## src/rtl/mem_arbiter_pkg.sv

```systemverilog
// rtl/mem_arbiter_pkg.sv - shared encodings and helpers for mem_arbiter
package mem_arbiter_pkg;

    typedef enum logic [1:0] {
        ST_IDLE    = 2'd0,
        ST_READ    = 2'd1,
        ST_WRITE   = 2'd2,
        ST_IO_WAIT = 2'd3
    } state_t;

    localparam int ARB_FIXED = 0;
    localparam int ARB_RR    = 1;

    // Address bits 17:16 == 2'b11 select the IO (UART) space.
    localparam int         IO_SEL_HI  = 17;
    localparam int         IO_SEL_LO  = 16;
    localparam logic [1:0] IO_SEL_VAL = 2'b11;

    // Zero-length requests move one byte; oversize requests are cut to the bus width.
    function automatic int clamp_nbytes(input int nb, input int max_nb);
        if (nb == 0) return 1;
        if (nb > max_nb) return max_nb;
        return nb;
    endfunction

endpackage

```

## src/rtl/mem_arbiter_arb_rr.sv

```systemverilog
// rtl/mem_arbiter_arb_rr.sv - fixed-priority / round-robin one-hot grant picker
module mem_arbiter_arb_rr
    import mem_arbiter_pkg::*;
#(
    parameter int NUM_CH   = 2,
    parameter int ARB_MODE = ARB_FIXED,
    parameter int IDX_W    = (NUM_CH > 1) ? $clog2(NUM_CH) : 1
) (
    input  logic              clk_in,
    input  logic              rst_in,
    input  logic              adv_i,
    input  logic [NUM_CH-1:0] req_i,
    output logic [NUM_CH-1:0] gnt_o,
    output logic [IDX_W-1:0]  gnt_idx_o,
    output logic              gnt_valid_o
);

    logic [IDX_W-1:0] ptr_q, ptr_d;

    // Scan from just after the last winner (round-robin) or from channel 0 (fixed).
    always_comb begin
        int start;
        int idx;
        gnt_o       = '0;
        gnt_idx_o   = '0;
        gnt_valid_o = 1'b0;
        start       = 0;
        idx         = 0;
        if (ARB_MODE == ARB_RR) begin
            start = int'(ptr_q) + 1;
            if (start >= NUM_CH) start = 0;
        end
        for (int i = 0; i < NUM_CH; i++) begin
            idx = start + i;
            if (idx >= NUM_CH) idx = idx - NUM_CH;
            if (!gnt_valid_o && req_i[idx]) begin
                gnt_valid_o = 1'b1;
                gnt_o[idx]  = 1'b1;
                gnt_idx_o   = IDX_W'(idx);
            end
        end
    end

    // The pointer remembers the last channel actually granted.
    always_comb begin
        ptr_d = ptr_q;
        if (adv_i && gnt_valid_o) ptr_d = gnt_idx_o;
    end

    // Pointer register; starts at the last channel so channel 0 is searched first.
    always_ff @(posedge clk_in or negedge rst_in) begin
        if (!rst_in) ptr_q <= IDX_W'(NUM_CH - 1);
        else         ptr_q <= ptr_d;
    end

endmodule

```

## src/rtl/mem_arbiter.sv

```systemverilog
// rtl/mem_arbiter.sv - NUM_CH-channel arbiter onto the byte-serial memory/IO bus
module mem_arbiter
    import mem_arbiter_pkg::*;
#(
    parameter int NUM_CH   = 2,
    parameter int ADDR_W   = 32,
    parameter int DATA_W   = 32,
    parameter int ARB_MODE = 0,
    parameter int NB_W     = $clog2(DATA_W / 8) + 1
) (
    input  logic                     clk_in,
    input  logic                     rst_in,
    input  logic                     rdy_in,
    input  logic [NUM_CH-1:0]        req_i,
    input  logic [NUM_CH-1:0]        we_i,
    input  logic [NUM_CH*ADDR_W-1:0] addr_i,
    input  logic [NUM_CH*NB_W-1:0]   nbytes_i,
    input  logic [NUM_CH*DATA_W-1:0] wdata_i,
    input  logic [NUM_CH-1:0]        flush_i,
    output logic [NUM_CH-1:0]        done_o,
    output logic [DATA_W-1:0]        rdata_o,
    output logic                     busy_o,
    input  logic [7:0]               mem_din,
    output logic [7:0]               mem_dout,
    output logic [ADDR_W-1:0]        mem_a,
    output logic                     mem_wr,
    input  logic                     io_buffer_full
);

    localparam int MAX_NB = DATA_W / 8;
    localparam int IDX_W  = (NUM_CH > 1) ? $clog2(NUM_CH) : 1;

    state_t            state_q, state_d;
    logic [IDX_W-1:0]  ch_q, ch_d;
    logic [ADDR_W-1:0] addr_q, addr_d;
    logic [NB_W-1:0]   n_q, n_d;
    logic [DATA_W-1:0] wdata_q, wdata_d;
    logic [NB_W-1:0]   cnt_q, cnt_d;
    logic [DATA_W-1:0] rbuf_q, rbuf_d;
    logic [DATA_W-1:0] rdata_q, rdata_d;
    logic [NUM_CH-1:0] done_q, done_d;

    logic [NUM_CH-1:0] elig;
    logic [NUM_CH-1:0] gnt;
    logic [IDX_W-1:0]  gnt_idx;
    logic              gnt_valid;
    logic [ADDR_W-1:0] win_addr;
    logic [NB_W-1:0]   win_nb;
    logic [DATA_W-1:0] win_wdata;
    logic              win_we;
    logic              win_io;

    // A channel finishing this cycle sits out one arbitration round.
    assign elig = req_i & ~flush_i & ~done_q;

    mem_arbiter_arb_rr #(
        .NUM_CH   (NUM_CH),
        .ARB_MODE (ARB_MODE),
        .IDX_W    (IDX_W)
    ) u_arb (
        .clk_in      (clk_in),
        .rst_in      (rst_in),
        .adv_i       (rdy_in && (state_q == ST_IDLE)),
        .req_i       (elig),
        .gnt_o       (gnt),
        .gnt_idx_o   (gnt_idx),
        .gnt_valid_o (gnt_valid)
    );

    assign win_addr  = addr_i[int'(gnt_idx)*ADDR_W +: ADDR_W];
    assign win_nb    = nbytes_i[int'(gnt_idx)*NB_W +: NB_W];
    assign win_wdata = wdata_i[int'(gnt_idx)*DATA_W +: DATA_W];
    assign win_we    = |(we_i & gnt);

    generate
        if (ADDR_W > IO_SEL_HI) begin : g_io
            assign win_io = (win_addr[IO_SEL_HI:IO_SEL_LO] == IO_SEL_VAL);
        end else begin : g_no_io
            assign win_io = 1'b0;
        end
    endgenerate

    // Next-state logic: grant/latch in IDLE, then step one byte per cycle.
    always_comb begin
        state_d = state_q;
        ch_d    = ch_q;
        addr_d  = addr_q;
        n_d     = n_q;
        wdata_d = wdata_q;
        cnt_d   = cnt_q;
        rbuf_d  = rbuf_q;
        rdata_d = rdata_q;
        done_d  = '0;
        case (state_q)
            ST_IDLE: begin
                if (gnt_valid) begin
                    ch_d    = gnt_idx;
                    addr_d  = win_addr;
                    n_d     = NB_W'(clamp_nbytes(int'(win_nb), MAX_NB));
                    wdata_d = win_wdata;
                    cnt_d   = '0;
                    rbuf_d  = '0;
                    if (!win_we)                     state_d = ST_READ;
                    else if (win_io && io_buffer_full) state_d = ST_IO_WAIT;
                    else                             state_d = ST_WRITE;
                end
            end
            ST_READ: begin
                if (flush_i[ch_q]) begin
                    state_d = ST_IDLE;
                end else begin
                    // Byte requested last cycle arrives now (1-cycle read latency).
                    if (cnt_q != '0) rbuf_d[int'(cnt_q - NB_W'(1))*8 +: 8] = mem_din;
                    if (cnt_q == n_q) begin
                        rdata_d      = rbuf_d;
                        done_d[ch_q] = 1'b1;
                        state_d      = ST_IDLE;
                    end else begin
                        cnt_d = cnt_q + NB_W'(1);
                    end
                end
            end
            ST_WRITE: begin
                if (cnt_q == n_q - NB_W'(1)) begin
                    done_d[ch_q] = 1'b1;
                    state_d      = ST_IDLE;
                end else begin
                    cnt_d = cnt_q + NB_W'(1);
                end
            end
            ST_IO_WAIT: begin
                if (!io_buffer_full) begin
                    state_d = ST_WRITE;
                    cnt_d   = '0;
                end
            end
            default: state_d = ST_IDLE;
        endcase
    end

    // Bus drive: address/data only in active cycles; a stall masks the write strobe.
    always_comb begin
        mem_a    = '0;
        mem_dout = '0;
        mem_wr   = 1'b0;
        case (state_q)
            ST_READ: begin
                if (cnt_q < n_q) mem_a = addr_q + ADDR_W'(cnt_q);
            end
            ST_WRITE: begin
                mem_a    = addr_q + ADDR_W'(cnt_q);
                mem_dout = wdata_q[int'(cnt_q)*8 +: 8];
                mem_wr   = rdy_in;
            end
            default: ;
        endcase
    end

    assign busy_o  = (state_q != ST_IDLE);
    assign done_o  = done_q;
    assign rdata_o = rdata_q;

    // State and datapath registers; everything holds while rdy_in is low.
    always_ff @(posedge clk_in or negedge rst_in) begin
        if (!rst_in) begin
            state_q <= ST_IDLE;
            ch_q    <= '0;
            addr_q  <= '0;
            n_q     <= '0;
            wdata_q <= '0;
            cnt_q   <= '0;
            rbuf_q  <= '0;
            rdata_q <= '0;
            done_q  <= '0;
        end else if (rdy_in) begin
            state_q <= state_d;
            ch_q    <= ch_d;
            addr_q  <= addr_d;
            n_q     <= n_d;
            wdata_q <= wdata_d;
            cnt_q   <= cnt_d;
            rbuf_q  <= rbuf_d;
            rdata_q <= rdata_d;
            done_q  <= done_d;
        end
    end

endmodule

```

## config.mk

```make
export PLATFORM = sky130hd
export DESIGN_NAME = mem_arbiter
export DESIGN_NICKNAME = d
export VERILOG_FILES = /design/src/rtl/mem_arbiter_pkg.sv /design/src/rtl/mem_arbiter_arb_rr.sv /design/src/rtl/mem_arbiter.sv
export SDC_FILE = /design/constraint.sdc
export NUM_CORES = 1
export LEC_CHECK = 0
export ABC_AREA = 1
export CAP_MARGIN = 20
export CORE_UTILIZATION = 45
export CTS_CLUSTER_SIZE = 14
export DETAILED_ROUTE_END_ITERATION = 8
export GPL_TIMING_DRIVEN = 0
export PLACE_DENSITY = 0.78
export SYNTH_ARGS = -nofsm -noshare
export SYNTH_HDL_FRONTEND = slang
export SYNTH_HIERARCHICAL = 1
export SYNTH_SLANG_ARGS = --single-unit
```

## constraint.sdc

```tcl
create_clock -name clk_in -period 2.7 [get_ports clk_in]
set_input_delay 0.27 -clock clk_in [delete_from_list [all_inputs] [get_ports clk_in]]
set_output_delay 0.27 -clock clk_in [all_outputs]
set_load 0.02 [all_outputs]
```

==> insert_results.sql, run 1 <==
INSERT INTO impl_metrics (metric_group, metric, value, unit) VALUES
('power', 'switching_share', '43.03', '%'),
('worst_setup_path', 'critical_path.top_delay_family', 'simple AND/OR/NAND/NOR gates', ''),
('worst_setup_path', 'rrSetupSlack', '-0.01', 'ns'),
('placement', 'post_dp_cell_area', '0.01123', 'mm2'),
('route', 'met2RoutedLength', '14250', 'um'),
('floorplanning', 'floorplan.initialDensity', '46.01', '%'),
('clocking', 'ctsRootBufferMaster', 'clkbuf_16', ''),
('timing', 'report.final.slew_viol_count', '0', ''),
('worst_setup_path', 'reg2reg_to', 'rbuf_q[27]', ''),
('route', 'first_iter_violations', '667', ''),
('worst_setup_path', 'critPathSlowestCell', 'dfrtp_1', ''),
('timing', 'setup_viol', '3', ''),
('power', 'pwr-share-clk', '22.3', '%'),
('power', 'seq_power_share', '28.4', '%'),
('route', 'maxUsedRoutingLayer', 'met4', ''),
('placement', 'gp_congestion', '0.9736', ''),
('worst_setup_path', 'timing_worst_setup_path_type', 'reg -> out', ''),
('logic_synthesis', 'postSynthAreaPerCell', '7.031', 'um2'),
('timing', 'grt_setup_unrepaired', 'yes', ''),
('worst_setup_path', 'timing.critical_path.to_type', 'output pin', ''),
('clocking', 'ctsLongestPathBuffers', '2', ''),
('power', 'peak_ir_drop_on_the_vdd_network', '0.0005678', 'V'),
('logic_synthesis', 'synthesis.instances', '1228', ''),
('worst_setup_path', 'required', '2.43', 'ns'),
('worst_setup_path', 'critical_path.reg2reg.startpoint', 'cnt_q[0]', ''),
('route', 'via_per_inst', '5.355', ''),
('floorplanning', 'floorplan.io_pins', '228', ''),
('timing', 'max_freq', '365.6', 'MHz'),
('floorplanning', 'chipHeight', '140.5', 'um'),
('final_layout', 'mostFrequentLayoutCells', 'nand2_1 (384), nor2_1 (212), clkdlybuf4s50_1 (187), dfrtp_1 (136), inv_1 (83)', ''),
('global_routing', 'grt_usage', '29.71', '%'),
('route', 'vias', '9398', ''),
('clocking', 'tritoncts_clock_tree', 'yes', ''),
('route', 'routedLengthMet1', '12460', 'um'),
('timing', 'worst_slew_margin_rel', '48.48', '%'),
('logic_synthesis', 'syn_nets', '1401', ''),
('final_layout', 'n_antenna_cell', '0', ''),
('placement', 'place_hpwl', '22180', 'um'),
('worst_setup_path', 'crit_path_start_kind', 'flop', ''),
('placement', 'port_buffers', '227', ''),
('route', 'total_wirelength_of_the_detailed_routed_design', '29400', 'um'),
('timing', 'min_period_over_period', '101.3', '%'),
('timing', 'whs', '0.3269', 'ns'),
('route', 'routed-wl-met3', '1853', 'um'),
('global_routing', 'gr-total-overflow', '0', ''),
('final_layout', 'layout.cell_area.non_filler', '0.01256', 'mm2'),
('floorplanning', 'core_area', '0.01877', 'mm2'),
('timing', 'post_layout_worst_setup_margin', '-0.03521', 'ns'),
('power', 'cellLeakagePower', '6.041', 'nW'),
('timing', 'final-hold-violation-count', '0', ''),
('worst_setup_path', 'startpoint', 'addr_q[0]', ''),
('final_layout', 'finalCoreUtilization', '66.94', '%'),
('placement', 'place_worst_setup_slack', '-0.5933', 'ns'),
('global_routing', 'grt_antenna_before_repair', '0', ''),
('outcome', 'violations_in_the_final_reports', 'setup timing', ''),
('floorplanning', 'die_w', '140.5', 'um'),
('worst_hold_path', 'min_path_type', 'in -> async', ''),
('route', 'drc', '0', ''),
('route', 'total_iterations_of_the_first_detailed_routing_run', '6', ''),
('timing', 'setup_tns', '-0.07362', 'ns'),
('outcome', 'run_status', 'finished with violations', ''),
('final_layout', 'final_layout_size_suffix_gt1_share', '16.44', '%'),
('power', 'power_report.internal_total', '6.455', 'mW'),
('global_routing', 'grt_max_degree', '97', ''),
('clocking', 'cts.sink_count', '139', ''),
('worst_setup_path', 'worst-path-max-fanout', '8', ''),
('clocking', 'cts_htree_levels', '4', ''),
('final_layout', 'synthToLayoutAreaGrowth', '45.50', '%'),
('timing', 'period_needed', '2.735', 'ns'),
('power', 'power.switching', '4.876', 'mW'),
('clocking', 'path_clk_slew', '0.06', 'ns');
-- sequential cells by signal (all words and copies together), names as in the netlist --
signal,cells
addr_q,32
rbuf_q,32
rdata_o,32
wdata_q,32
cnt_q,3
n_q,3
done_o,2
state_q,2
ch_q,1
-- per-stage QoR --
stage | cells | power (mW)
floorplan | 1228 | 6.173
global placement | 1689 | 7.800
detailed placement | 1690 | 7.896
CTS | 1733 | 10.64
global route | 1755 | 12.01
finish | 1755 | 11.33
-- final cells by class --
type	instances	area (um2)
well taps	234	292.8
repair buffers	261	2554
clock inverters	14	193.9
fillers	1591	6205
inverters	93	366.6
flip-flops and latches	139	3482
clock buffers	18	439.2
multi-input cells	939	4900
plain buffers	57	335.3
-- power by group through the flow --
stage / logic [mW] / clock network (mW) / registers (mW)
after floorplan: 3.12 / 0 / 3.05
after global placement: 4.58 / 0 / 3.22
after detailed placement: 4.68 / 0 / 3.22
after CTS: 4.89 / 2.55 / 3.20
after global routing: 6.08 / 2.64 / 3.29
final: 5.58 / 2.53 / 3.22
-- worst min path at each step --
stage,start,end,cells after the start
6_report,rst_in,addr_q[13],2
3_5_place_dp,rst_in,ch_q,1
5_1_grt,rst_in,addr_q[12],2
4_1_cts,rst_in,addr_q[13],2
2_1_floorplan,rst_in,addr_q[0],0
3_3_place_gp,rbuf_q[0],rbuf_q[0],2
-- worst reg2reg max path, cell delays in order (launching register included) --
cell	delay [ns]
dfrtp_2	0.42
buf_6	0.15
inv_6	0.04
clkbuf_16	0.16
ha_4	0.18
inv_2	0.05
nand2_2	0.06
nand2_2	0.08
nor2_2	0.05
ha_1	0.29
buf_6	0.14
nand2_2	0.05
nand3b_4	0.16
a21oi_4	0.23
buf_4	0.15
clkbuf_16	0.13
nand3_2	0.11
nand3_2	0.11
nand2_1	0.06
-- what timing repair did --
item | 4_1_cts | 5_1_grt
buffers inserted | 10 | 20
setup endpoints to repair | 104 | 91
gates resized for setup | 162 | 98
pin swaps | 11 | 37
gates cloned | 0 | 2
hold buffers | 1 | 0
endpoints found under the hold margin | 43 | 0
-- layer usage --
| layer | up-vias | GRT usage (%) |
|---|---|---|
| li1 | 4521 | - |
| met1 | 4404 | 37.56 |
| met2 | 409 | 51.42 |
| met3 | 64 | 5.504 |
| met4 | 0 | 9.325 |
| met5 | - | 0 |
No activity file was read; power rests on OpenSTA's default activity.
==> inputs of run 2 (changes only) <==
--- a/config.mk
+++ b/config.mk
@@ -13,4 +13,5 @@
 export GPL_TIMING_DRIVEN = 0
 export PLACE_DENSITY = 0.78
+export RECOVER_POWER = 100
 export SYNTH_ARGS = -nofsm -noshare
 export SYNTH_HDL_FRONTEND = slang
==> constraint.sdc (replaced) <==
create_clock -name clk_in -period 2.7 [get_ports clk_in]
set_input_delay 0.27 -clock clk_in [delete_from_list [all_inputs] [get_ports clk_in]]
set_output_delay 0.27 -clock clk_in [all_outputs]
set_load 0.005 [all_outputs]
==> run 2 against run 1 <==
Compared with the run above: the flow still finishes with violations (setup timing); largest power group unchanged; die area stayed put; core utilization hardly changed; critical path type is now reg -> reg; critical endpoint is now rdata_o[29]; sequential cell count unchanged; maximum frequency is 0.75% higher; largest cell class unchanged.
==> insert_results.sql, run 2 (synthesis results as in run 1) <==
INSERT INTO impl_metrics (metric_group, metric, value, unit) VALUES
('outcome', 'run_status', 'finished with violations', ''),
('clocking', 'tritoncts_clock_tree', 'yes', ''),
('global_routing', 'grt_pass1_wl', '46130', 'um'),
('global_routing', 'grt_max_degree', '97', ''),
('route', 'total_iterations_of_the_first_detailed_routing_run', '5', ''),
('floorplanning', 'floorplan.io_pins', '228', ''),
('timing', 'post_layout_worst_setup_margin', '-0.01483', 'ns'),
('timing', 'period_needed', '2.715', 'ns'),
('power', 'peak_ir_drop_on_the_vdd_network', '0.0005911', 'V'),
('global_routing', 'grt_usage', '30.14', '%'),
('global_routing', 'grt-busiest-layer', 'met2', ''),
('floorplanning', 'fp.dieArea', '0.01975', 'mm2'),
('clocking', 'clock_insertion_delay_worst_skew', '0.43', 'ns'),
('timing', 'worst_slew_margin_rel', '26.62', '%'),
('timing', 'grt_setup_unrepaired', 'yes', ''),
('placement', 'port_buffers', '227', ''),
('timing', 'max_slew.worst_pin.slew', '1.101', 'ns'),
('placement', 'gp_congestion', '0.9736', ''),
('final_layout', 'layout_commonest_cell', 'nand2_1', ''),
('worst_setup_path', 'worst-path-max-fanout', '9', ''),
('floorplanning', 'core_area', '0.01877', 'mm2'),
('placement', 'post_dp_cell_area', '0.01123', 'mm2'),
('final_layout', 'layout.cell_area.non_filler', '0.01256', 'mm2'),
('worst_setup_path', 'crit_path_start_kind', 'flop', ''),
('route', 'total_wirelength_of_the_detailed_routed_design', '29350', 'um'),
('power', 'cellLeakagePower', '6.245', 'nW'),
('outcome', 'violations_in_the_final_reports', 'setup timing', ''),
('worst_setup_path', 'timing_worst_setup_path_type', 'reg -> reg', ''),
('global_routing', 'global_route.usage.met1', '37.80', '%'),
('route', 'ant_nets', '0', ''),
('worst_hold_path', 'min_path_type', 'in -> reg', ''),
('floorplanning', 'chipHeight', '140.5', 'um'),
('clocking', 'ctsRootBufferMaster', 'clkbuf_16', ''),
('global_routing', 'grt_util_met3', '5.573', '%'),
('power', 'power_density', '888.9', 'mW/mm2'),
('timing', 'setup_viol', '3', ''),
('clocking', 'tritoncts.num_buffers', '17', ''),
('placement', 'post-place-cells', '1690', ''),
('clocking', 'path_clk_slew', '0.06', 'ns'),
('floorplanning', 'die_w', '140.5', 'um'),
('timing', 'min_period_over_period', '100.5', '%'),
('route', 'vias', '9381', ''),
('final_layout', 'fill_cells', '1597', ''),
('route', 'drc', '0', ''),
('route', 'routed_wire_length_per_instance', '16.65', 'um'),
('worst_setup_path', 'required', '3.01', 'ns'),
('placement', 'place_hpwl', '22180', 'um'),
('clocking', 'cts.sink_count', '139', ''),
('clocking', 'ctsLongestPathBuffers', '2', ''),
('floorplanning', 'std_cell_rows', '50', ''),
('timing', 'max_freq', '368.3', 'MHz'),
('timing', 'worst_clock_skew', '0.01365', 'ns'),
('global_routing', 'grt_util_met2', '52.32', '%'),
('flow_run', 'maxCapViolCount', '0', ''),
('route', 'via_per_inst', '5.324', ''),
('worst_setup_path', 'worstPathArrival', '3.02', 'ns'),
('final_layout', 'synthToLayoutAreaGrowth', '45.41', '%'),
('final_layout', 'finish.cell_count_without_fillers', '1762', ''),
('final_layout', 'n_antenna_cell', '0', ''),
('route', 'first_iter_violations', '639', ''),
('final_layout', 'final_layout_size_suffix_gt1_share', '15.51', '%'),
('global_routing', 'grt_antenna_before_repair', '0', ''),
('floorplanning', 'floorplan.initialDensity', '46.01', '%'),
('timing', 'final-hold-violation-count', '0', ''),
('final_layout', 'nNetsFinal', '1688', ''),
('worst_setup_path', 'timing.critical_path.to_type', 'flop', ''),
('global_routing', 'grt_pass1_vias', '9055', ''),
('timing', 'report.final.slew_viol_count', '0', ''),
('global_routing', 'gr-total-overflow', '0', ''),
('final_layout', 'mostFrequentLayoutCells', 'nand2_1 (387), nor2_1 (211), clkdlybuf4s50_1 (153), dfrtp_1 (135), inv_1 (84)', ''),
('clocking', 'cts_htree_levels', '4', '');
-- run 2: where the power goes --
part	switching (mW)	total (mW)	internal [mW]
combinational	3.17	5.43	2.26
clock	0.946	2.52	1.57
sequential	0.572	3.21	2.64
-- run 2: layout make-up --
cell class	instances	area, um2	share of cell area (%)
multi-input combinational	940	4873	38.81
sequential	139	3483	27.74
timing repair buffer	269	2574	20.50
clock buffer	18	439.2	3.498
inverter	93	374.1	2.980
buffer	55	325.3	2.591
tap	234	292.8	2.332
clock inverter	14	193.9	1.545
-- run 2: layer usage --
metal | wire [um] | up-vias
li1 | - | 4539
met4 | 697 | 0
met2 | 14300 | 394
met3 | 1863 | 46
met5 | 0 | -
met1 | 12490 | 4402
-- run 2: timing repair --
| action | in CTS | in global routing |
|---|---|---|
| cloned | 3 | 1 |
| hold buffers | 1 | 0 |
| buffers inserted | 20 | 18 |
| endpoints found under the setup margin | 104 | 81 |
| hold endpoints to repair | 43 | 0 |
| resized for setup | 125 | 96 |
| pin swaps | 19 | 40 |
-- run 2: path summary, 6_finish.rpt --
check	from	endpoint	slack [ns]	cells after the start
min in group asynchronous	rst_in	addr_q[13]	0.58	2
worst max-delay path	cnt_q[0]	rdata_o[29]	-0.01	18
max in group asynchronous	rst_in	addr_q[0]	0.64	3
worst min-delay path	addr_i[20]	addr_q[20]	0.44	3
worst max register to register	cnt_q[0]	rdata_o[29]	-0.01	18
worst min register to register	rdata_o[5]	rdata_o[5]	0.47	2
-- run 2: critical path, stage by stage (launching register included) --
cell and delay (ns):
dfrtp_2 0.44, buf_6 0.12, buf_6 0.11, clkinv_8 0.08
ha_4 0.17, inv_1 0.06, nand2_2 0.07, nand2_2 0.09
nor2_2 0.06, ha_1 0.29, buf_6 0.14, nand2_1 0.06
nand3b_4 0.16, a21oi_4 0.21, buf_6 0.13, buf_12 0.11
nand3_1 0.13, nand3_2 0.12, nand2_1 0.06
-- run 2: stage by stage --
step / setup WS (ns) / utilization (%) / TNS, ns / hold slack (ns) / total power [mW]
after CTS: -0.1924 / 65.13 / -0.7686 / 0.3344 / 10.67
after global routing: -0.1534 / 66.90 / -3.371 / 0.4357 / 11.85
after floorplan: 0.01459 / - / 0 / -0.02559 / 5.931
after detailed placement: -0.5933 / 59.86 / -35.38 / 0.2157 / 7.651
final: -0.01483 / 66.90 / -0.02651 / 0.4373 / 11.16
after global placement: -4.192 / 59.71 / -613.81 / 0.4608 / 7.556
==> inputs of run 3 (changes only) <==
PLACE_DENSITY = 0.9   (was 0.78)
==> run 3 against run 2 <==
Compared with the run above: the flow finishes with violations (capacitance limit, slew limit, setup timing); critical path depth is 5 lower; clock-buffer cell count stayed put; sequential cell count stayed put; highest routed layer unchanged; die area stayed put; via count is 3.8% higher; worst hold slack worse by 0.013 ns; routed wire length is 4.6% higher; maximum frequency is 3.9% lower; sequential share of layout area hardly changed.
==> insert_results.sql, run 3 (synthesis results as in run 1) <==
INSERT INTO impl_metrics (metric_group, metric, value, unit) VALUES
('final_layout', 'multi_input_comb_area', '0.004908', 'mm2'),
('floorplanning', 'std_cell_rows', '50', ''),
('outcome', 'run_status', 'finished with violations', ''),
('worst_setup_path', 'reg2reg_to', 'rbuf_q[8]', ''),
('clocking', 'cts.sink_count', '139', ''),
('worst_hold_path', 'min_path_type', 'in -> reg', ''),
('worst_hold_path', 'whs_path_depth', '3', ''),
('worst_hold_path', 'hold_path_end', 'addr_q[26]', ''),
('worst_setup_path', 'worstPathArrival', '3.18', 'ns'),
('worst_setup_path', 'rr_worst_depth', '13', ''),
('worst_setup_path', 'required', '3.06', 'ns'),
('route', 'ant_nets', '0', ''),
('timing', 'grt_setup_unrepaired', 'yes', ''),
('flow_run', 'maxCapViolCount', '1', ''),
('final_layout', 'seq_area', '0.003481', 'mm2'),
('global_routing', 'global_route.usage.met1', '36.16', '%'),
('global_routing', 'gr-total-overflow', '0', ''),
('clocking', 'cts_htree_levels', '4', ''),
('worst_setup_path', 'timing_worst_setup_path_type', 'reg -> reg', ''),
('clocking', 'tritoncts.num_buffers', '17', ''),
('worst_setup_path', 'crit_path_start_kind', 'flop', ''),
('final_layout', 'mostFrequentLayoutCells', 'nand2_1 (377), nor2_1 (209), clkdlybuf4s50_1 (156), dfrtp_1 (137), inv_1 (84)', ''),
('floorplanning', 'fp.dieArea', '0.01975', 'mm2'),
('global_routing', 'grt-busiest-layer', 'met2', ''),
('timing', 'final-hold-violation-count', '0', ''),
('clocking', 'clock_insertion_delay_worst_skew', '0.43', 'ns'),
('worst_hold_path', 'timing.hold.worst.start', 'addr_i[26]', ''),
('floorplanning', 'chipHeight', '140.5', 'um'),
('clocking', 'tritoncts_clock_tree', 'yes', ''),
('placement', 'place_hpwl', '21550', 'um'),
('timing', 'report.final.slew_viol_count', '66', ''),
('floorplanning', 'floorplan.initialDensity', '46.01', '%'),
('timing', 'period_needed', '2.824', 'ns'),
('clocking', 'ctsRootBufferMaster', 'clkbuf_16', ''),
('placement', 'gp_congestion', '0.9156', ''),
('clocking', 'ctsLongestPathBuffers', '2', ''),
('outcome', 'violations_in_the_final_reports', 'capacitance limit, slew limit, setup timing', ''),
('floorplanning', 'core_area', '0.01877', 'mm2'),
('placement', 'port_buffers', '227', ''),
('timing', 'setup_tns', '-0.5031', 'ns'),
('route', 'via_per_inst', '5.555', ''),
('timing', 'setup_viol', '12', ''),
('placement', 'place_worst_setup_slack', '-0.5975', 'ns'),
('power', 'cellLeakagePower', '6.207', 'nW'),
('power', 'power', '11.21', 'mW'),
('final_layout', 'n_antenna_cell', '0', ''),
('final_layout', 'nNetsFinal', '1679', ''),
('timing', 'min_period_over_period', '104.6', '%'),
('global_routing', 'grt_usage', '30.19', '%'),
('global_routing', 'grt_util_met2', '51.84', '%'),
('power', 'peak_ir_drop_on_the_vdd_network', '0.0006512', 'V'),
('timing', 'max_slew.worst_pin.slew', '1.572', 'ns'),
('global_routing', 'grt_pass1_vias', '9129', ''),
('worst_setup_path', 'worst-path-max-fanout', '10', ''),
('route', 'vias', '9738', ''),
('worst_setup_path', 'rrSetupSlack', '-0.12', 'ns'),
('final_layout', 'finish.cell_count_without_fillers', '1753', ''),
('final_layout', 'final_layout_size_suffix_gt1_share', '15.14', '%'),
('timing', 'max_freq', '354.1', 'MHz'),
('route', 'drc', '0', ''),
('route', 'first_iter_violations', '878', ''),
('route', 'total_iterations_of_the_first_detailed_routing_run', '8', ''),
('placement', 'post-place-cells', '1690', ''),
('timing', 'worst_slew_margin_rel', '-4.822', '%'),
('global_routing', 'grt_max_degree', '76', ''),
('worst_setup_path', 'timing.critical_path.to_type', 'flop', ''),
('global_routing', 'grt_antenna_before_repair', '0', ''),
('power', 'power_density', '894.9', 'mW/mm2'),
('worst_setup_path', 'critical_path.reg2reg.startpoint', 'cnt_q[1]', ''),
('timing', 'worst_clock_skew', '0.01182', 'ns'),
('floorplanning', 'die_w', '140.5', 'um'),
('route', 'total_wirelength_of_the_detailed_routed_design', '30680', 'um'),
('global_routing', 'grt_util_met3', '5.675', '%'),
('floorplanning', 'floorplan.io_pins', '228', ''),
('route', 'routed_wire_length_per_instance', '17.50', 'um'),
('global_routing', 'grt_pass1_wl', '46240', 'um'),
('timing', 'post_layout_worst_setup_margin', '-0.1238', 'ns'),
('clocking', 'path_clk_slew', '0.06', 'ns'),
('final_layout', 'synthToLayoutAreaGrowth', '45.08', '%'),
('final_layout', 'layout_commonest_cell', 'nand2_1', ''),
('final_layout', 'fill_cells', '1466', '');
[run 3: worst max-delay path by stage]
stage / to / depth (start not counted) / startpoint
final: rbuf_q[8] / 13 / cnt_q[1]
after global routing: rdata_o[12] / 13 / cnt_q[1]
after CTS: mem_a[30] / 13 / cnt_q[0]
after detailed placement: rdata_o[7] / 14 / cnt_q[1]
after global placement: rdata_o[9] / 1 / rst_in
after floorplan: rbuf_q[7] / 18 / cnt_q[0]
[run 3: cell type report]
type	instances	area share (%)
plain buffers	56	2.707
clock buffers	18	3.426
clock inverters	14	1.658
inverters	93	2.907
multi-input cells	939	39.18
flip-flops and latches	139	27.79
well taps	234	2.337
repair buffers	260	20.00
[run 3: where the power goes]
part	internal, mW	leakage [nW]	total (mW)	switching, mW
registers	2.64	1.83	3.25	0.617
clock network	1.57	0.315	2.57	0.994
logic	2.16	4.07	5.39	3.23
total	6.37	6.21	11.2	4.84
[run 3: per-layer routing]
layer,up-vias,wire length (um)
met4,0,1553
li1,4514,-
met3,141,2197
met1,4532,11860
met5,-,0
met2,551,15070
[run 3: repair_timing]
action / CTS / global route
gates cloned: 1 / 0
gates resized for setup: 127 / 82
hold buffers: 1 / 0
buffers inserted: 19 / 11
pin swaps: 15 / 28
hold endpoints to repair: 64 / 0
endpoints found under the setup margin: 104 / 81
[run 3: worst max-delay path: stages (launching register included)]
cell and delay [ns]:
dfrtp_2 0.49, buf_4 0.18, clkbuf_4 0.18, nor2_1 0.19, nand2_2 0.13, inv_1 0.17
ha_4 0.23, buf_6 0.14, clkbuf_1 0.23, nor4_2 0.37, nand3_1 0.14, nand2_1 0.13
nand2_1 0.07, nand2_1 0.08
[run 3: metrics by stage]
stage,util [%],instance area (um2),hold WS [ns]
after CTS,65.25,12250,0.4014
after detailed placement,59.86,11230,0.2860
after global placement,59.71,11210,0.4594
after floorplan,-,8641,-0.02559
after global routing,66.75,12530,0.4515
final,66.75,12530,0.4246
==> RTL edit: new RTL, settings of run 3 <==
The 4 states of `state_t` get a one-hot encoding in 4 bits.
--- a/src/rtl/mem_arbiter_pkg.sv
+++ b/src/rtl/mem_arbiter_pkg.sv
@@ -1,11 +1,11 @@
 // rtl/mem_arbiter_pkg.sv - shared encodings and helpers for mem_arbiter
 package mem_arbiter_pkg;
 
-    typedef enum logic [1:0] {
-        ST_IDLE    = 2'd0,
-        ST_READ    = 2'd1,
-        ST_WRITE   = 2'd2,
-        ST_IO_WAIT = 2'd3
+    typedef enum logic [3:0] {
+        ST_IDLE    = 4'b0001,
+        ST_READ    = 4'b0010,
+        ST_WRITE   = 4'b0100,
+        ST_IO_WAIT = 4'b1000
     } state_t;
 
     localparam int ARB_FIXED = 0;
Function: same outputs for any inputs over 4 cycles, from zero or initial values and one cycle with rst_in low; so few cycles prove little.
==> RTL edit against run 3 <==
The run ends with setup timing left; cell count grew 5.1%; final area grew 6.0%; combinational power shrank 4%; critical path depth is the same; worst setup slack lost 40 ps; sequential cell count grew 2; wire length grew 9.7%; core utilization grew 3.1 points; total power shrank 3.9%; area after synthesis grew 2.8%; first-iteration DRC count grew 9.0%; sequential share of layout area shrank 1.2 points; register-to-register slack gained 100 ps; via count grew 6.8%; critical path type is now reg2out; largest cell class unchanged; highest routed layer unchanged.
==> RTL edit: results (changes against run 3) <==
TritonRoute pass-1 iters 6 (-2); total number of yosys warnings 6 (unchanged); synthesized netlist net count 1,435 (+2.4%); Final WS setup -163.4 ps (-39.60 ps); pre-CTS setup slack -700.4 ps (-102.9 ps); routed length per instance 18.27 um (+4.4%); H-tree levels 4 (unchanged); DR iter-0 viols 957 (+9.0%); failing checks setup timing; Async SR Flop Fraction 100.0%; clk buf depth 2 (unchanged); # setup viols final 10 (-2); GPL Wtd Cong 0.9253 (+1.1%); peak supply drop 0.6373 mV (-2.1%); cell family with most CP delay simple AND/OR/NAND/NOR gates; Post-Place Cells 1,754 (+3.8%); leakage 0.006288 uW (+1.3%); max incr delay on CP 440 ps (-50 ps); Via Count 10,404 (+6.8%); post-synthesis compound-gate area fraction 11.48%; largest net degree at the start of global routing 97 (+28%); vias per cell 5.645 (+1.6%); post-synthesis sequential area ratio 39.78%; CP max-delay cell dfrtp_2; Post-DRT Antenna Nets 0 (unchanged); post-DP HPWL 22,410 um (+4.0%); area share of fa/ha/maj cells after synthesis 2.482%; number of nets in the layout 1,738 (+3.5%); Worst Hold Class in2reg; Netlist cell types 43; Clk Latency, worst-skew pair 440 ps; Post-DP Area 11,500 um2 (+2.4%); Relative slew margins 25.90% (+31 points); status complete, but fails checks; CP Max Fanout 6 (-4); worst path arrival time 2590 ps (-590 ps); first-pass GRT wire length 47,530 um (+2.8%); vias in the first global route 9,570 (+4.8%); Area contributors post-synth dfrtp_1 (39%), nand2_1 (17%), nor2_1 (10%); Setup TNS -649.3 ps (-146.2 ps); Fin Clk Skew 11.04 ps (-0.7717 ps); share of cells above drive strength 1 22.25% (+7.1 points); Root Buffer clkbuf_16; synthesized area per cell 7.008 um2 (-0.33%); PortBufs 227 (unchanged); Synth top cells by count nand2_1 (407), nor2_1 (245), dfrtp_1 (140); initial antenna violation count 1 (+1); Total GRT Usage 30.57% (+0.38 points); area share of xor/xnor cells in the synthesized design 0.4936%
[RTL edit: timing repair]
action	4_1_cts	5_1_grt
endpoints found under the setup margin	104	87
hold buffers	1	0
gates resized for setup	133	179
pin swaps	15	83
endpoints found under the hold margin	45	0
setup buffers	24	31
gates cloned	0	2
[RTL edit: layer usage]
| metal | global-route usage, % | vias up | share of wire, % |
|---|---|---|---|
| li1 | - | 4689 | - |
| met1 | 35.60 | 4864 | 37 |
| met2 | 52.73 | 690 | 49 |
| met3 | 6.696 | 161 | 9.2 |
| met4 | 15.85 | 0 | 5.4 |
| met5 | 0 | - | 0 |
[RTL edit: kinds of logic after synthesis]
logic type,count (synthesis)
simple gates,809
compound gates,133
fa+ha+maj,17
mux,1
buf+inv,160
flops,141
xor+xnor,5
[RTL edit: area by class of cell]
type                    instances  area (um2)
plain buffers                  49       309.0
fillers                      1404        5741
clock inverters                15       132.6
inverters                     109       436.7
clock buffers                  17       425.4
flip-flops and latches        141        3535
repair buffers                286        2683
diodes                          1       2.502
well taps                     260       325.3
multi-input cells             965        5429
[RTL edit: final timing paths]
path                        startpoint     endpoint  slack [ps]  cells past startpoint
max                           cnt_q[0]    mem_a[28]        -160                     13
min                        wdata_i[10]  wdata_q[10]         430                      3
max reg2reg                   cnt_q[0]   rdata_o[7]         -20                     16
min reg2reg                 rdata_o[6]   rdata_o[6]         470                      2
max in group asynchronous       rst_in   rbuf_q[12]         690                      3
min in group asynchronous       rst_in   addr_q[24]         560                      2
[RTL edit: power by group]
part	internal, uW	switching [uW]	leakage [uW]
Sequential	2640	653	0.00186
Clock	1210	1090	0.000279
Combinational	2120	3080	0.00415
Total	5960	4820	0.00629
